`src/rtl/sakebi_uart_rx.sv`:
```
// 8N1 UART receiver feeding a FIFO write port; write/overrun/frame-error strobes land one cycle after the stop decision.
// No byte buffering: i_wr_ready is sampled only at the stop decision, otherwise the byte is dropped as an overrun.
module sakebi_uart_rx #(
    parameter int CLKS_PER_BIT = 868,
    parameter int SYNC_STAGES  = 2
) (
    input  logic       i_clk,
    input  logic       i_rstn,
    input  logic       i_rx,
    input  logic       i_wr_ready,
    output logic       o_wr_en,
    output logic [7:0] o_wr_data,
    output logic       o_frame_err,
    output logic       o_overrun,
    output logic       o_busy
);

    localparam int CW = $clog2(CLKS_PER_BIT);
    // The IDLE cycle that sees rx_s=0 is start-bit cycle 0, so START entry with cnt=0 is cycle 1.
    localparam logic [CW-1:0] HALF_M1 = CW'(CLKS_PER_BIT / 2 - 1);
    localparam logic [CW-1:0] LAST    = CW'(CLKS_PER_BIT - 1);

    typedef enum logic [2:0] {
        ST_IDLE,
        ST_START,
        ST_DATA,
        ST_STOP,
        ST_BREAK
    } state_t;

    state_t                 state_q, state_d;
    logic [SYNC_STAGES-1:0] sync_q;
    logic [2:0]             hist_q;
    logic [CW-1:0]          cnt_q, cnt_d;
    logic [2:0]             idx_q, idx_d;
    logic [7:0]             shift_q, shift_d;
    logic [7:0]             wr_data_q, wr_data_d;
    logic                   wr_en_q, wr_en_d;
    logic                   frame_err_q, frame_err_d;
    logic                   overrun_q, overrun_d;
    logic                   rx_s;
    logic                   bit_val;

    assign rx_s    = sync_q[SYNC_STAGES-1];
    assign bit_val = (hist_q[0] & hist_q[1]) | (hist_q[0] & hist_q[2]) | (hist_q[1] & hist_q[2]);

    always_ff @(posedge i_clk or negedge i_rstn) begin
        if (!i_rstn) begin
            sync_q <= '1;
            hist_q <= 3'b111;
        end else begin
            sync_q <= {sync_q[SYNC_STAGES-2:0], i_rx};
            hist_q <= {hist_q[1:0], rx_s};
        end
    end

    always_comb begin
        state_d     = state_q;
        cnt_d       = cnt_q;
        idx_d       = idx_q;
        shift_d     = shift_q;
        wr_data_d   = wr_data_q;
        wr_en_d     = 1'b0;
        frame_err_d = 1'b0;
        overrun_d   = 1'b0;
        case (state_q)
            ST_IDLE: begin
                cnt_d = '0;
                idx_d = '0;
                if (!rx_s) state_d = ST_START;
            end
            ST_START: begin
                cnt_d = cnt_q + CW'(1);
                if (cnt_q == HALF_M1) begin
                    cnt_d   = '0;
                    idx_d   = '0;
                    state_d = bit_val ? ST_IDLE : ST_DATA;
                end
            end
            ST_DATA: begin
                cnt_d = cnt_q + CW'(1);
                if (cnt_q == LAST) begin
                    cnt_d   = '0;
                    shift_d = {bit_val, shift_q[7:1]};
                    idx_d   = idx_q + 3'd1;
                    if (idx_q == 3'd7) state_d = ST_STOP;
                end
            end
            ST_STOP: begin
                cnt_d = cnt_q + CW'(1);
                if (cnt_q == LAST) begin
                    cnt_d   = '0;
                    state_d = ST_IDLE;
                    if (!bit_val) begin
                        frame_err_d = 1'b1;
                        state_d     = ST_BREAK;
                    end else if (i_wr_ready) begin
                        wr_en_d   = 1'b1;
                        wr_data_d = shift_q;
                    end else begin
                        overrun_d = 1'b1;
                    end
                end
            end
            ST_BREAK: begin
                cnt_d = '0;
                if (rx_s) state_d = ST_IDLE;
            end
            default: state_d = ST_IDLE;
        endcase
    end

    always_ff @(posedge i_clk or negedge i_rstn) begin
        if (!i_rstn) begin
            state_q     <= ST_IDLE;
            cnt_q       <= '0;
            idx_q       <= '0;
            shift_q     <= '0;
            wr_data_q   <= '0;
            wr_en_q     <= 1'b0;
            frame_err_q <= 1'b0;
            overrun_q   <= 1'b0;
        end else begin
            state_q     <= state_d;
            cnt_q       <= cnt_d;
            idx_q       <= idx_d;
            shift_q     <= shift_d;
            wr_data_q   <= wr_data_d;
            wr_en_q     <= wr_en_d;
            frame_err_q <= frame_err_d;
            overrun_q   <= overrun_d;
        end
    end

    assign o_wr_en     = wr_en_q;
    assign o_wr_data   = wr_data_q;
    assign o_frame_err = frame_err_q;
    assign o_overrun   = overrun_q;
    assign o_busy      = (state_q != ST_IDLE);

endmodule

```
`config.mk`:
```
export PLATFORM = sky130hd
export DESIGN_NAME = sakebi_uart_rx
export DESIGN_NICKNAME = d
export VERILOG_FILES = /design/src/rtl/sakebi_uart_rx.sv
export SDC_FILE = /design/constraint.sdc
export NUM_CORES = 1
export LEC_CHECK = 0
export ABC_AREA = 0
export BUFFER_PORTS_ARGS = -buffer_cell sky130_fd_sc_hd__buf_4
export CORE_UTILIZATION = 32
export DETAILED_ROUTE_END_ITERATION = 7
export SYNTH_ARGS = -nofsm -noshare
export SYNTH_HDL_FRONTEND = slang
export SYNTH_SLANG_ARGS = --single-unit
```
`constraint.sdc`:
```
create_clock -name i_clk -period 2.2 [get_ports i_clk]
set_input_delay 0.44 -clock i_clk [delete_from_list [all_inputs] [get_ports i_clk]]
set_output_delay 0.44 -clock i_clk [all_outputs]
set_load 0.01 [all_outputs]
```
* After elaboration in Yosys (flattened, before gate mapping)
Index checks and enable logic that the tools add are counted.
Storage, ports and cells: bits in registers 40, latch bits 0, RAM bits 0, bits in read-only memories 0, bits of input ports 4, output and inout bits 12, memories kept 0
Cells by class: add/subtract/negate cells 2, multipliers 0, div/mod/pow operators 0, magnitude comparators 0, equal/unequal tests 13, shifts and indexed selects 0, muxes and demuxes 26, bitwise gates (word level) 5, reductions and logical operators 10
Operators by type and width (count):
- case mux 10 bit (3 select lines) | 1
- 2-to-1 mux 3 bit | 9
- 2-to-1 mux 10 bit | 2
- case mux 3 bit (5 select lines) | 1
- inequality test 2 bit (second input constant) | 6
- 2-to-1 mux 1 bit | 11
- adder 10 x 1 -> 10 bit (second input constant) | 1
- == test 10 bit (second input constant) | 1
- == test 10 x 9 -> 1 bit (second input constant) | 1
- case mux 3 bit (3 select lines) | 1
- nonzero test 3 bit | 3
- == test 3 x 2 -> 1 bit (second input constant) | 2
- == test 3 bit (second input constant) | 2
- AND reduction 6 bit | 1
- AND reduction 4 bit | 1
- OR reduction 2 bit | 2
- adder 3 x 1 -> 3 bit (second input constant) | 1
- AND 1 bit | 3
- == test 3 x 1 -> 1 bit (second input constant) | 1
- zero test 3 bit | 1
- AND reduction 3 bit | 1
- 2-to-1 mux 2 bit | 1
- bitwise OR 1 bit | 2
- AND reduction 2 bit | 1

* Longest topological paths before layout
depth after elaboration 6, depth in mapped cells 8, depth with buffers taken out 7

* Worst setup path after synthesis
Ideal clock, no wire load.
path kind register -> register, from reg cnt_q[2], to reg shift_q[0], setup time 0.125 ns, arrival 1.795 ns, data required time 2.075 ns, slack 0.280 ns, stages on the path, launching flop included 6, buffers on the path 0, period minus slack after synthesis 1.920 ns, path through dfrtp_1 > or3b_1 > or3_4 > nor3_4 > nand2_4 > mux2_2
Between the ends: cells in the longest elaborated chain, start to end 2
RTL lines:
- start: declaration | line 34 | logic [CW-1:0] cnt_q, cnt_d;
- start signal: assignment | line 125 | cnt_q <= cnt_d;
- == test 10 bit | line 82 | if (cnt_q == LAST) begin
- AND reduction 2 bit (no line)
- end signal: assignment | line 127 | shift_q <= shift_d;
- end: declaration | line 36 | logic [7:0] shift_q, shift_d;
No other way between the ends. A chain may end at the register's enable or synchronous reset.

* Worst setup path after layout
from reg cnt_q[2], to reg cnt_q[7]
Between the ends: cells in the longest elaborated chain, start to end 3, elaborated cells on any way between the ends 6, those cells by class 1 x add/sub; 2 x eq/ne; 3 x mux
RTL lines:
- adder 10 x 1 -> 10 bit (tied with other cells) | line 73, 81, 90
- 2-to-1 mux 10 bit, on equally long branches | line 82, 91, 74
- case mux 10 bit (3 select lines) (*) | line 66 | case (state_q)
Every way passes the cells marked *; elsewhere a longest branch is shown, timed or not.

==> metrics.cfg <==
[die]
die_x_um = 78.9
rows = 27
core_area_um2 = 5610
num_io_pins = 16
dieArea_um2 = 6220
die_h_um = 78.9
initial_core_util = 0.337

[synthesis]
syn_nets = 174
synth_edf_count = 0
synth_area_um2 = 1890
synth-main-ff-cell = dfrtp_1
synth_cell_type_count = 44
yosysWarnings = 0
postSynthAreaPerCell_um2 = 11.4
synth.area.top_cells = dfrtp_1 46%, mux2_2 9.5%, dfstp_2 6.9%
ys_ff_latch = 40
ys_seq_area_frac = 0.532
async_flop_share = 1.00
synth_cells = 166
yosysTopAreaCell = dfrtp_1
netlist.area_leader.share = 0.463

[placement]
dp_hpwl_um = 2410
routabilityCongestion = 0.791
io_buffers = 15

[detailed_routing]
drt_iter0_markers = 69
routed_via_density = 4.99
antenna_left = 0
first_pass_iters = 4
wl_um = 3480
vias = 1318
wl_per_cell_um = 13.2
remaining_drc_errors = 0

[layout]
n_fill_cell = 574
layout_commonest_cell = dfrtp_1
area_growth_pct = 17.5
insertedDiodeCount = 0
mostFrequentLayoutCells = 35 x dfrtp_1, 24 x buf_4, 16 x mux2_2, 13 x nand2_1, 10 x o21ai_0
drive_gt1_frac = 0.313
fin_nets = 199

[clock_network]
clk_latency_ns = 0.29
holdBufCountCts = 0
postCtsSetupRepairBufs = 0
clk_pin_slew_ns = 0.08
clockRootBuffer = clkbuf_8
clock_sink_count = 40
cts_tree = done
cts_buffer_depth = 2
cts_made_buffers = 5
htree_levels = 2

[sta]
finalMaxSlewViolations = 0
setup_viol = 0
max_freq_ghz = 0.489
fin_setup_tns_ns = 0
slew_headroom = 0.603
hold_viol_final = 0
worst_slew_pin_slew_ns = 0.589
whs_ns = 0.119
skew_ns = 0.00657
period_minus_slack_ns = 2.04
min_period_over_period = 0.929
grt_setup_unrepaired = false

[critical_path]
startpoint_type = flip-flop
cp_cell_sequence = or3b_1 > or4_1 > nand3_1 > buf_4 > o21ai_0 > o2bb2ai_1
critical_path.startpoint = cnt_q[2]$_DFFE_PN0P_
slowest_stage = or4_1
rr_startpoint = cnt_q[2]$_DFFE_PN0P_
crit_type = reg2reg
crit_arrival_ns = 2.23
r2r_slack_ns = 0.16
end_kind = flip-flop
cp_max_fo = 7
crit_required_ns = 2.38
slowest_delay_ns = 0.54

[global_route]
grt-ovfl-total = 0
antenna_found_initial = 0
grt_pass1_wl_um = 6290
grt_pass1_vias = 1311
grt_max_degree = 41
track_usage = 0.132

[pwr]
total_power_w = 0.00125
power-per-cell-area_nw_per_um2 = 561
p_leak_nw = 1.03
max-vdd-ir-drop_mv = 0.257

[job]
cap_violations = 0

[hold_path]
worstHoldPathType = in2async

[run_status]
status = completed

-- flip-flops by register name, indices dropped and copies added (netlist names) --
| name | count |
|---|---|
| cnt_q | 10 |
| hist_q | 3 |
| idx_q | 3 |
| o_frame_err | 1 |
| o_overrun | 1 |
| o_wr_data | 8 |
| o_wr_en | 1 |
| shift_q | 8 |
| state_q | 3 |
| sync_q | 2 |
-- worst max-delay path, delay by kind of cell, from the launching register on --
kind            cells  cell delay, ns
buf+inv             1            0.16
flops               1            0.43
compound gates      2            0.26
simple gates        3            1.09
-- layer usage --
metal | share of wire | vias up | track usage
li1 | - | 660 | -
met5 | 0 | - | 0
met4 | 0.016 | 0 | 0.0655
met1 | 0.49 | 641 | 0.176
met2 | 0.47 | 13 | 0.197
met3 | 0.024 | 4 | 0.0345
-- layout make-up --
type / count / area, um2 / share of cell area
Sequential cell: 40 / 1010 / 0.453
Multi-Input combinational cell: 117 / 850 / 0.382
Timing Repair Buffer: 24 / 180 / 0.0810
Tap cell: 72 / 90.1 / 0.0405
Clock buffer: 6 / 72.6 / 0.0326
Clock inverter: 2 / 12.5 / 0.00563
Inverter: 3 / 11.3 / 0.00506
-- report_power, final --
group / internal [W] / switching [W]
sequential: 0.000743 / 0.00000226
combinational: 0.00000532 / 0.0000180
clock: 0.000222 / 0.000257
total: 0.000970 / 0.000277
-- path summary, 6_finish.rpt --
path                       cells after the start                  endpoint
setup / recovery                               6      cnt_q[7]$_DFFE_PN0P_
hold / removal                                 1  o_wr_data[5]$_DFFE_PN0P_
setup reg to reg                               6      cnt_q[7]$_DFFE_PN0P_
hold reg to reg                                0       sync_q[1]$_DFF_PN1_
max in group asynchronous                      1       hist_q[2]$_DFF_PN1_
min in group i_clk                             1       sync_q[0]$_DFF_PN1_
-- what timing repair did --
action / CTS / global route
setup endpoints to repair: 0 / 5
gates resized for setup: 0 / 1
endpoints found under the hold margin: 0 / 0
-- cells by family (layout without fill, tap and decap cells) --
family,after synthesis,in the layout,share of synthesized area
AO/OA/AOI/OAI,34,34,0.122
buffers and inverters,9,35,0.0198
adder cells (fa/ha/maj),5,5,0.0317
flip-flops,40,40,0.532
multiplexers,17,17,0.101
AND/OR/NAND/NOR,61,61,0.194
-- per-stage QoR --
stage	area, um2	instances	setup slack (ns)	utilization
global route	2220	264	0.00828	0.396
detailed placement	2140	256	0.125	0.381
global placement	2140	256	0.120	0.381
floorplan	1890	166	0.280	-
finish	2220	264	0.156	0.396
CTS	2220	264	0.0972	0.396
-- synthesized netlist by cell type (3+ instances only) --
cell type  count
a22o_1         4
nand2_1       13
inv_1          3
nand3_1        6
clkbuf_1       3
nor3b_1        3
a21oi_1        6
ha_1           4
mux2_2        16
nor2_1         8
or3_1          3
nor2b_1        3
o31ai_1        3
o2bb2ai_1      5
dfstp_2        5
nand2b_1       5
o21ai_0       10
dfrtp_1       35
Power figures use the tool's default switching activity.
